**src/rtl/pixel_stream_to_axis.sv**
```systemverilog
// rtl/pixel_stream_to_axis.sv - pixel stream to AXI4-Stream video bridge
// Two-entry skid FIFO with SOF/EOL tagging, line-length checking and frame counting.
module pixel_stream_to_axis #(
  parameter int Height = 1080,
  parameter int Width  = 1920
) (
  input  logic        clock_i,
  input  logic        reset_i,
  input  logic        slave_valid_i,
  output logic        slave_ready_o,
  input  logic [7:0]  slave_red_i,
  input  logic [7:0]  slave_green_i,
  input  logic [7:0]  slave_blue_i,
  input  logic        slave_last_i,
  output logic        master_valid_o,
  input  logic        master_ready_i,
  output logic [23:0] master_data_o,
  output logic        master_user_o,
  output logic        master_last_o,
  output logic        line_error_o,
  output logic [15:0] frame_count_o
);

  localparam int XW = (Width > 1) ? $clog2(Width) : 1;
  localparam int YW = (Height > 1) ? $clog2(Height) : 1;
  localparam logic [XW-1:0] XMax = XW'(Width - 1);
  localparam logic [YW-1:0] YMax = YW'(Height - 1);

  logic [1:0]    count;
  logic [1:0]    count_next;
  logic [25:0]   skid;
  logic [25:0]   pix;
  logic [XW-1:0] x;
  logic [YW-1:0] y;
  logic          in_fire;
  logic          out_fire;
  logic          at_eol;
  logic          pix_last;
  logic          pix_user;

  assign in_fire        = slave_valid_i & slave_ready_o;
  assign out_fire       = master_valid_o & master_ready_i;
  assign master_valid_o = (count != 2'd0);
  assign at_eol         = (x == XMax);
  assign pix_last       = at_eol | slave_last_i;
  assign pix_user       = (x == '0) && (y == '0);
  // Entry layout: {user, last, red, blue, green}
  assign pix            = {pix_user, pix_last, slave_red_i, slave_blue_i, slave_green_i};

  always_comb begin
    count_next = count;
    if (in_fire && !out_fire)
      count_next = count + 2'd1;
    else if (!in_fire && out_fire)
      count_next = count - 2'd1;
  end

  // The output registers are the FIFO head; skid holds the second entry.
  always_ff @(posedge clock_i or posedge reset_i) begin
    if (reset_i) begin
      count         <= 2'd0;
      slave_ready_o <= 1'b0;
      skid          <= '0;
      master_user_o <= 1'b0;
      master_last_o <= 1'b0;
      master_data_o <= '0;
    end else begin
      count         <= count_next;
      slave_ready_o <= (count_next != 2'd2);
      if (out_fire) begin
        if (count == 2'd2)
          {master_user_o, master_last_o, master_data_o} <= skid;
        else if (in_fire)
          {master_user_o, master_last_o, master_data_o} <= pix;
      end else if (in_fire) begin
        if (count == 2'd0)
          {master_user_o, master_last_o, master_data_o} <= pix;
        else
          skid <= pix;
      end
    end
  end

  always_ff @(posedge clock_i or posedge reset_i) begin
    if (reset_i) begin
      x             <= '0;
      y             <= '0;
      line_error_o  <= 1'b0;
      frame_count_o <= '0;
    end else if (in_fire) begin
      if (slave_last_i != at_eol)
        line_error_o <= 1'b1;
      if (pix_last) begin
        x <= '0;
        if (y == YMax) begin
          y             <= '0;
          frame_count_o <= frame_count_o + 16'd1;
        end else begin
          y <= y + YW'(1);
        end
      end else begin
        x <= x + XW'(1);
      end
    end
  end

endmodule

```
**config.mk**
```make
export PLATFORM = sky130hd
export DESIGN_NAME = pixel_stream_to_axis
export DESIGN_NICKNAME = d
export VERILOG_FILES = /design/src/rtl/pixel_stream_to_axis.sv
export SDC_FILE = /design/constraint.sdc
export NUM_CORES = 1
export LEC_CHECK = 0
export CAP_MARGIN = 10
export CORE_MARGIN = 2
export CORE_UTILIZATION = 48
export CTS_CLUSTER_DIAMETER = 100
export DETAILED_ROUTE_END_ITERATION = 7
export MAX_ROUTING_LAYER = met4
export PLACE_DENSITY = 0.78
export SYNTH_ARGS = -nofsm -noshare
export SYNTH_HDL_FRONTEND = slang
export SYNTH_SLANG_ARGS = --single-unit
```
**constraint.sdc**
```tcl
create_clock -name clock_i -period 3.3 [get_ports clock_i]
set_clock_uncertainty 0.05 [all_clocks]
set_input_delay 0.66 -clock clock_i [delete_from_list [all_inputs] [get_ports clock_i]]
set_output_delay 0.66 -clock clock_i [all_outputs]
set_load 0.02 [all_outputs]
```
==> impl_results.md, run 1 <==
* Worst EP arrival at 3.30 ns
* Gpl congestion at 0.873
* Gates resized, CTS repair at 0
* Fin Setup TNS at 0 ns
* Drt via density at 5.46
* Post-route ant nets at 0
* Peak VDD IR at 0.000716 V
* Leak Pwr at 2.42 nW
* Relative slew slack at 0.673
* Vias in the first global route at 3059
* Fin crit period at 3.11 ns
* Synth unique cells at 40
* Status: complete, no violations
* RSZ-0062 raised after global routing: no
* DIE AREA at 9770 um^2
* Most frequent cells in the layout: dfrtp_1, clkdlybuf4s50_1, nor2_1, a21oi_1
* 1st-pass router iterations at 4
* Clk_lat worst skew at 0.35 ns
* Worst setup SP type: register
* First-pass GRT wire length at 14600 um
* Hold path depth at 1
* Most common cell after layout, fill and taps aside: dfrtp_1
* Final period utilization at 0.941
* Initial core utilization at 0.495
* Placed Cells at 559
* Core box area at 8720 um^2
* Seq cells post-synth at 94
* End of the worst hold path: line_error_o$_DFFE_PP0P_
* H-tree depth at 3
* Largest net degree at the start of global routing at 70
* Sw Share at 0.353
* Pwr Density at 764 nW/um^2
* Min-delay worst type: register to register
* Clock network fraction of design power at 0.188
* Vias at 3139
* Synth-to-Final Area Change at 26.0%
* CTS Buffer Depth at 2
* Inserted Clock Buffers at 9
* # IOs at 74
* Reg2reg setup slack at 0.19 ns
* Antenna violations before repair at 0
* DRC at 0
* R2R Path Start: x[0]$_DFFE_PP0P_
* Chip width at 98.8 um
* Post-synth EDFFs at 0
* Worst slew pin tran at 0.491 ns
* Gr busiest metal: met2
* Internal power at 2.69 mW
* CTS root buf: clkbuf_8
* Total Routing Usage GR at 0.189
* Max Fclk at 322 MHz
* Starting DRC count in detailed routing at 134
* Syn avg cell area at 11.2 um^2
* Synth Flop Type: dfrtp_1
* Met2 Use GR at 0.306
* Row count at 34
* Fraction of registers with async set/reset at 1.00
* Antenna Cells at 0
* Crit Path Max Fanout at 11
* Layout Nets at 500
* MaxCap Viol Count at 0
* Mapped cell area at 4320 um^2
* Endpoint type of the worst setup path: register
* Hold Buf Count CTS at 0
* Max Transition Viols Final at 0
* Reg power frac at 0.437
* GRT met3 Usage at 0.0418
* Clock Sinks at 94
* WL/cell at 15.0 um
* Syn Inst Count at 384
* Switching pwr at 1.47 mW
* Required time worst endpoint at 3.50 ns
* Critical R2R Capture: frame_count_o[12]$_DFFE_PP0P_
* Final hold violation count at 0
* Net Count, Synth at 422
* Layout cell share with drive strength beyond 1 at 0.122
* M1 GR Usage at 0.248
* I/O Buffers at 73
* Worst reg2reg path depth at 8
* Hold_sp: line_error_o$_DFFE_PP0P_
* Total gr overflow at 0
* Routed WL at 8640 um
* Seq/Total Area, Yosys at 0.545
* # setup viols final at 0
* Kind of critical path: register to register
* Synth Warn # at 0
* Clk slew on worst S/H paths at 0.09 ns
* Power share of the combinational group at 0.376
* Vert. Die Dim at 98.8 um
* Final HPWL DP at 6100 um
* Final non-filler cell total at 575
* CTS tree: done
* Setup bufs post-CTS at 0
==> state kept, by name, summed over array words and instances, names as in the netlist <==
register	count
skid	26
master_data_o	24
frame_count_o	16
x	11
y	11
count	2
line_error_o	1
master_last_o	1
master_user_o	1
slave_ready_o	1
==> metal layers <==
layer  part of all wire  wire length [um]  vias to the layer above
met3              0.040               342                        2
met1               0.45              3880                     1563
met2               0.51              4370                       64
li1                   -                 -                     1510
met4             0.0049                42                        0
met5                  0                 0                        -
==> cell families after synthesis <==
kind of cell,after synthesis,synth area share
adders and majority gates,11,0.0307
and+or+nand+nor,121,0.150
buffers and inverters,28,0.0252
DFF,94,0.545
muxes,50,0.123
xor gates and xnor gates,29,0.0588
AOI/OAI and AO/OA,51,0.0675
==> through the flow <==
step | cell area [um^2] | worst slack, ns | total power, mW | util | hold WS, ns
2_1_floorplan | 4320 | 0.141 | 2.77 | - | 0.408
3_3_place_gp | 5230 | 0.331 | 3.34 | 0.600 | 0.393
3_5_place_dp | 5230 | 0.216 | 3.41 | 0.600 | 0.397
4_1_cts | 5440 | 0.193 | 4.20 | 0.624 | 0.421
5_1_grt | 5440 | 0.00422 | 4.42 | 0.624 | 0.443
6_report | 5440 | 0.194 | 4.15 | 0.624 | 0.420
==> final cells by class <==
type | count | area, um^2
fill | 685 | 3280
sequential | 94 | 2350
multi-input combinational | 262 | 1870
timing repair buffer | 82 | 823
clock buffer | 10 | 138
tap | 108 | 135
clock inverter | 6 | 68.8
inverter | 13 | 50.0
==> worst max path at each step <==
stage / start / endpoint / slack, ns
floorplan: reset_i / count[0]$_DFF_PP0_ / 0.14
global placement: x[0]$_DFFE_PP0P_ / frame_count_o[12]$_DFFE_PP0P_ / 0.33
detailed placement: x[0]$_DFFE_PP0P_ / frame_count_o[12]$_DFFE_PP0P_ / 0.22
CTS: x[0]$_DFFE_PP0P_ / frame_count_o[12]$_DFFE_PP0P_ / 0.19
global route: x[0]$_DFFE_PP0P_ / frame_count_o[12]$_DFFE_PP0P_ / 0.004
finish: x[0]$_DFFE_PP0P_ / frame_count_o[12]$_DFFE_PP0P_ / 0.19
==> critical path, cell delays in order, from the launching register on <==
cell      delay, ns
dfrtp_1        0.43
ha_1           0.21
nand3_1        0.11
or4_1          0.56
ha_1           0.32
nand4b_1       0.47
nor3_1         0.53
nand4_1        0.18
xnor2_1        0.15
==> cells in the mapped netlist (4+ instances only) <==
library cell	instances	area [um^2]
ha_1	9	113
inv_1	13	48.8
mux2i_1	25	250
xnor2_1	25	219
nor4_1	5	31.3
nor2_1	37	139
xor2_1	4	35.0
dfrtp_1	94	2350
nand3_1	14	70.1
a21oi_1	29	145
o21ai_0	10	50.1
clkbuf_1	10	37.5
nand4_1	13	81.3
nor3_1	8	40.0
nand2_1	19	71.3
mux2_2	25	282
or4_1	4	30.0
==> power by group through the flow <==
stage               clock network [mW]  registers, mW  logic, mW
floorplan                            0           1.96      0.809
global placement                     0           1.81       1.53
detailed placement                   0           1.84       1.58
CTS                              0.804           1.82       1.58
global route                     0.851           1.87       1.70
finish                           0.780           1.81       1.56
No activity file was read; power rests on OpenSTA's default activity.
==> run 2: changes to the inputs <==
Clock period 3.3 ns to 2.8 ns, I/O delays scaled along.
==> run 2 against run 1 <==
Effect of this change: hold slack improved by 0.0018 ns; via count rose by 1.4%; critical endpoint is now y[10]$_DFFE_PP0P_; die area did not move; non-clock buffer count rose by 1; critical path depth rose by 1; register-to-register slack got worse by 0.05 ns; fmax rose by 17%; routed wire length rose by 4.3%; first-iteration DRC count rose by 30%; global-route usage rose by 1.1 points; sequential cell count did not move.
==> impl_results.md, run 2 (synthesis results as in run 1) <==
* Status: complete, no violations
* Routed WL at 9010 um
* Top Metal Used: met4
* Row count at 34
* Top reg by flops: skid
* WL/cell at 15.6 um
* Fill count at 699
* Starting DRC count in detailed routing at 174
* Largest register FFs at 26
* Fin crit period at 2.66 ns
* Critical R2R Capture: y[10]$_DFFE_PP0P_
* # IOs at 74
* Inserted Clock Buffers at 9
* Min-delay worst type: register to register
* Largest net degree at the start of global routing at 95
* Gpl congestion at 0.845
* CTS tree: done
* Clock Sinks at 94
* Final hold violation count at 0
* Initial core utilization at 0.495
* Drt via density at 5.53
* Most common cell after layout, fill and taps aside: dfrtp_1
* End of the worst hold path: line_error_o$_DFFE_PP0P_
* Total Routing Usage GR at 0.200
* Chip width at 98.8 um
* Antenna Cells at 0
* Peak VDD IR at 0.000613 V
* First-pass GRT wire length at 15200 um
* Clk_lat worst skew at 0.36 ns
* Final period utilization at 0.950
* 1st-pass router iterations at 4
* H-tree depth at 3
* Max Fclk at 376 MHz
* MaxCap Viol Count at 0
* Crit Path Max Fanout at 7
* Endpoint type of the worst setup path: register
* Met1 WL at 3850 um
* Required time worst endpoint at 3.00 ns
* Max Transition Viols Final at 0
* Final non-filler cell total at 576
* Area taken by multi-input logic gates at 1930 um^2
* Leak Pwr at 2.43 nW
* Fin Setup TNS at 0 ns
* CTS root buf: clkbuf_8
* Vias in the first global route at 3198
* Hold path depth at 1
* # setup viols final at 0
* Kind of critical path: register to register
* Total gr overflow at 0
* Register area at 2350 um^2
* Worst reg2reg path depth at 9
* Antenna violations before repair at 0
* DRC at 0
* Most frequent cells in the layout: dfrtp_1, clkdlybuf4s50_1, nor2_1, a21oi_1
* Pwr Density at 893 nW/um^2
* Relative slew slack at 0.624
* I/O Buffers at 73
* Final core utilization at 0.631
* Reg2reg setup slack at 0.14 ns
* CTS Buffer Depth at 2
* Vias at 3183
* Layout cell share with drive strength beyond 1 at 0.137
* Worst EP arrival at 2.86 ns
* Synth-to-Final Area Change at 27.4%
* Met2 WL at 4650 um
* Core box area at 8720 um^2
* Biggest regs: skid (26), master_data_o (24), frame_count_o (16)
* Post-route ant nets at 0
* Final HPWL DP at 6300 um
* Vert. Die Dim at 98.8 um
* Worst setup SP type: register
* Detail Route met3 WL at 358 um
* Layout Nets at 501
* Placed Cells at 560
* Worst slew pin tran at 0.558 ns
* Clk slew on worst S/H paths at 0.10 ns
* Hold_sp: line_error_o$_DFFE_PP0P_
* R2R Path Start: x[1]$_DFFE_PP0P_
* DIE AREA at 9770 um^2
[run 2: layout make-up]
class | instances | area share
inverters | 13 | 0.00956
multi-input cells | 262 | 0.350
repair buffers | 83 | 0.153
clock inverters | 7 | 0.0121
flip-flops and latches | 94 | 0.428
well taps | 108 | 0.0246
clock buffers | 9 | 0.0225
[run 2: how the worst max path moves through the flow]
stage | from | endpoint | slack [ns] | cells past startpoint
floorplan | x[0]$_DFFE_PP0P_ | frame_count_o[1]$_DFFE_PP0P_ | 0.08 | 7
global placement | x[1]$_DFFE_PP0P_ | frame_count_o[1]$_DFFE_PP0P_ | 0.20 | 7
detailed placement | x[1]$_DFFE_PP0P_ | frame_count_o[1]$_DFFE_PP0P_ | 0.13 | 7
CTS | x[1]$_DFFE_PP0P_ | frame_count_o[1]$_DFFE_PP0P_ | 0.11 | 7
global route | x[1]$_DFFE_PP0P_ | frame_count_o[6]$_DFFE_PP0P_ | -0.0003 | 8
finish | x[1]$_DFFE_PP0P_ | y[10]$_DFFE_PP0P_ | 0.14 | 9
[run 2: power by group]
part           switching (mW)  internal [mW]
clock                   0.526          0.343
combinational           0.957          0.930
sequential              0.342           1.81
[run 2: what timing repair did]
item / in CTS / in global routing
setup endpoints to repair: 0 / 5
resized for setup: 0 / 2
hold buffers: 0 / 0
setup buffers: 0 / 0
[run 2: worst max-delay path: stages, from the launching register on]
cell and delay [ns]:
dfrtp_1 0.45, ha_4 0.19, nand3_4 0.10, or4_4 0.44, ha_2 0.19, nand4b_1 0.37, buf_4 0.28, nor4_2 0.29
xnor2_1 0.15, nor2_1 0.05
[run 2: through the flow]
stage	worst slack, ns	cell area, um^2	hold WS [ns]	power [mW]
4_1_cts	0.113	5490	0.429	4.96
2_1_floorplan	0.0760	4360	0.408	3.28
3_3_place_gp	0.197	5300	0.409	3.99
3_5_place_dp	0.131	5300	0.404	4.08
5_1_grt	-0.000290	5500	0.447	5.23
6_report	0.141	5500	0.422	4.91
[run 2: metal layers]
layer	vias to the layer above	track usage
li1	1512	-
met1	1578	0.247
met2	80	0.328
met3	13	0.0468
met4	0	0.0622
met5	-	-
==> patch, RTL diff (settings of run 2) <==
Put one more register stage on the output `frame_count_o`, cleared by the reset. The value now appears one clock later. The other outputs are not delayed to match.
--- a/src/rtl/pixel_stream_to_axis.sv
+++ b/src/rtl/pixel_stream_to_axis.sv
@@ -27,2 +27,4 @@
   localparam logic [YW-1:0] YMax = YW'(Height - 1);
+
+  logic [15:0] frame_count_s0;
 
@@ -88,3 +90,3 @@
       line_error_o  <= 1'b0;
-      frame_count_o <= '0;
+      frame_count_s0 <= '0;
     end else if (in_fire) begin
@@ -96,3 +98,3 @@
           y             <= '0;
-          frame_count_o <= frame_count_o + 16'd1;
+          frame_count_s0 <= frame_count_s0 + 16'd1;
         end else begin
@@ -106,2 +108,10 @@
 
+  always_ff @(posedge clock_i or posedge reset_i) begin
+    if (reset_i) begin
+      frame_count_o <= '0;
+    end else begin
+      frame_count_o <= frame_count_s0;
+    end
+  end
+
 endmodule
Function: no difference found for any inputs over 10 cycles, from zero or initial values and one cycle with reset_i high; that may be too few to reach the edited logic, so the function may still have changed.
==> patch against run 2 <==
Sequential cell count up 16; core utilization shrank 1.8 points; hold slack got worse by 0.051 ns; sequential power increased by 8%; worst setup slack better by 0.15 ns; count of clock-buffer cells in the layout unchanged; synthesized area is 9.8% higher; power is 5.2% higher; wire length grew 5.7%; cell area up 7.9%; via count up 9.4%; critical path type unchanged; critical endpoint is now frame_count_s0[8]$_DFFE_PP0P_; largest power group unchanged; highest routed layer unchanged.
==> patch: results (changes against run 2) <==
status - finished clean (unchanged)
clk_lat worst skew - 0.39 ns (was 0.36 ns)
dpl cell area - 5720 um^2 (was 5300 um^2)
Post-Syn Instances - 456 (was 384)
Netlist cell types - 39 (was 40)
clock share of power - 0.189 (was 0.177)
post-DR wirelength/cell - 14.2 um (was 15.6 um)
Combinational Power - 0.00186 W
clock transition at the registers of the reported paths - 0.13 ns (was 0.10 ns)
Placed Cells - 657 (was 560)
post-CTS setup buffer count - 0 (unchanged)
maximum vdd drop - 0.000370 V (was 0.000613 V)
post-synthesis mux area share - 0.0576 (was 0.123)
total track usage - 0.198 (was 0.200)
Area Overhead vs Synth - 25.2% (was 27.4%)
Synth area leaders - dfrtp_1, nand2_1, mux2i_1, xnor2_1, nor2_1 (was dfrtp_1, mux2_2, mux2i_1, xnor2_1, a21oi_1)
pin count of the biggest net entering global routing - 54 (was 95)
IO buf count - 73 (unchanged)
layout cells sized above 1 - 0.0741 (was 0.137)
Synth top cells by count - dfrtp_1, nand2_1, nor2_1 (was dfrtp_1, nor2_1, a21oi_1)
post-synthesis compound-gate area fraction - 0.0512 (was 0.0675)
Clock Tree Root - clkbuf_8 (unchanged)
DP HPWL - 6580 um (was 6300 um)
Switch Pwr - 0.00192 W (was 0.00182 W)
Leak - 2.82 nW (was 2.43 nW)
pre-CTS WS - 0.227 ns (was 0.131 ns)
Synth async-reset ratio - 1.00 (unchanged)
diodes inserted - 0 (unchanged)
initial DRC count - 172 (was 174)
Final GP Congestion - 0.862 (was 0.845)
Layout fillers - 783 (was 699)
post-synthesis xor/xnor area fraction - 0.0555 (was 0.0588)
Worst slew margin - 0.514 (was 0.624)
Internal - 0.00325 W (was 0.00309 W)
crit-path max cell delay - 0.43 ns (was 0.45 ns)
drt first pass iters - 5 (was 4)
total routed wirelength - 9520 um (was 9010 um)
antenna violations before repair - 0 (unchanged)
Final nets - 573 (was 501)
arrival time worst endpoint - 2.75 ns (was 2.86 ns)
first-pass GRT wire length - 16,200 um (was 15,200 um)
Vias - 3,481 (was 3,183)
post-synth net total - 494 (was 422)
Max FO, Critical Path - 7 (unchanged)
Largest regs - skid x26, master_data_o x24 (was skid x26, master_data_o x24, frame_count_o x16)
post-synthesis sequential area ratio - 0.581 (was 0.545)
number of global-route vias before repair - 3,409 (was 3,198)
CTS buffer count - 9 (unchanged)
Top delay family on crit path - simple AND/OR/NAND/NOR gates (unchanged)
Post-Synth Adder-Cell Area - 0.0280 (was 0.0307)
CTS H-tree depth - 3 (unchanged)
patch: cell count changes after synthesis, moves of 4 or more:
cell,change
dfrtp_1,+16
clkbuf_1,+5
nand3_1,-4
mux2_2,-23
nand2_1,+75
xor2_1,+4
nor2_1,+4
patch: timing repair:
action | in CTS | in global routing
setup endpoints to repair | 0 | 1
gates resized for setup | 0 | 1
hold buffers | 0 | 0
patch: final timing paths:
| check | start | endpoint | slack [ns] | depth (start not counted) |
|---|---|---|---|---|
| setup / recovery | x[0]$_DFFE_PP0P_ | frame_count_s0[8]$_DFFE_PP0P_ | 0.29 | 9 |
| hold / removal | frame_count_s0[15]$_DFFE_PP0P_ | frame_count_o[15]$_DFF_PP0_ | 0.37 | 0 |
| setup reg to reg | x[0]$_DFFE_PP0P_ | frame_count_s0[8]$_DFFE_PP0P_ | 0.29 | 9 |
| hold reg to reg | frame_count_s0[15]$_DFFE_PP0P_ | frame_count_o[15]$_DFF_PP0_ | 0.37 | 0 |
| max in group asynchronous | reset_i | frame_count_s0[7]$_DFFE_PP0P_ | 1.58 | 3 |
| min in group asynchronous | reset_i | count[1]$_DFF_PP0_ | 0.51 | 2 |
patch: per-layer routing:
| layer | vias to the layer above | routed length (um) | global-route usage |
|---|---|---|---|
| met5 | - | 0 | - |
| met3 | 12 | 447 | 0.0323 |
| met2 | 102 | 4500 | 0.305 |
| met1 | 1675 | 4450 | 0.270 |
| li1 | 1692 | - | - |
| met4 | 0 | 131 | 0.0638 |
patch: layout make-up:
type	count	area share
flip-flops and latches	110	0.464
clock inverters	7	0.0146
well taps	133	0.0280
repair buffers	87	0.147
inverters	10	0.00696
multi-input cells	317	0.318
clock buffers	9	0.0209
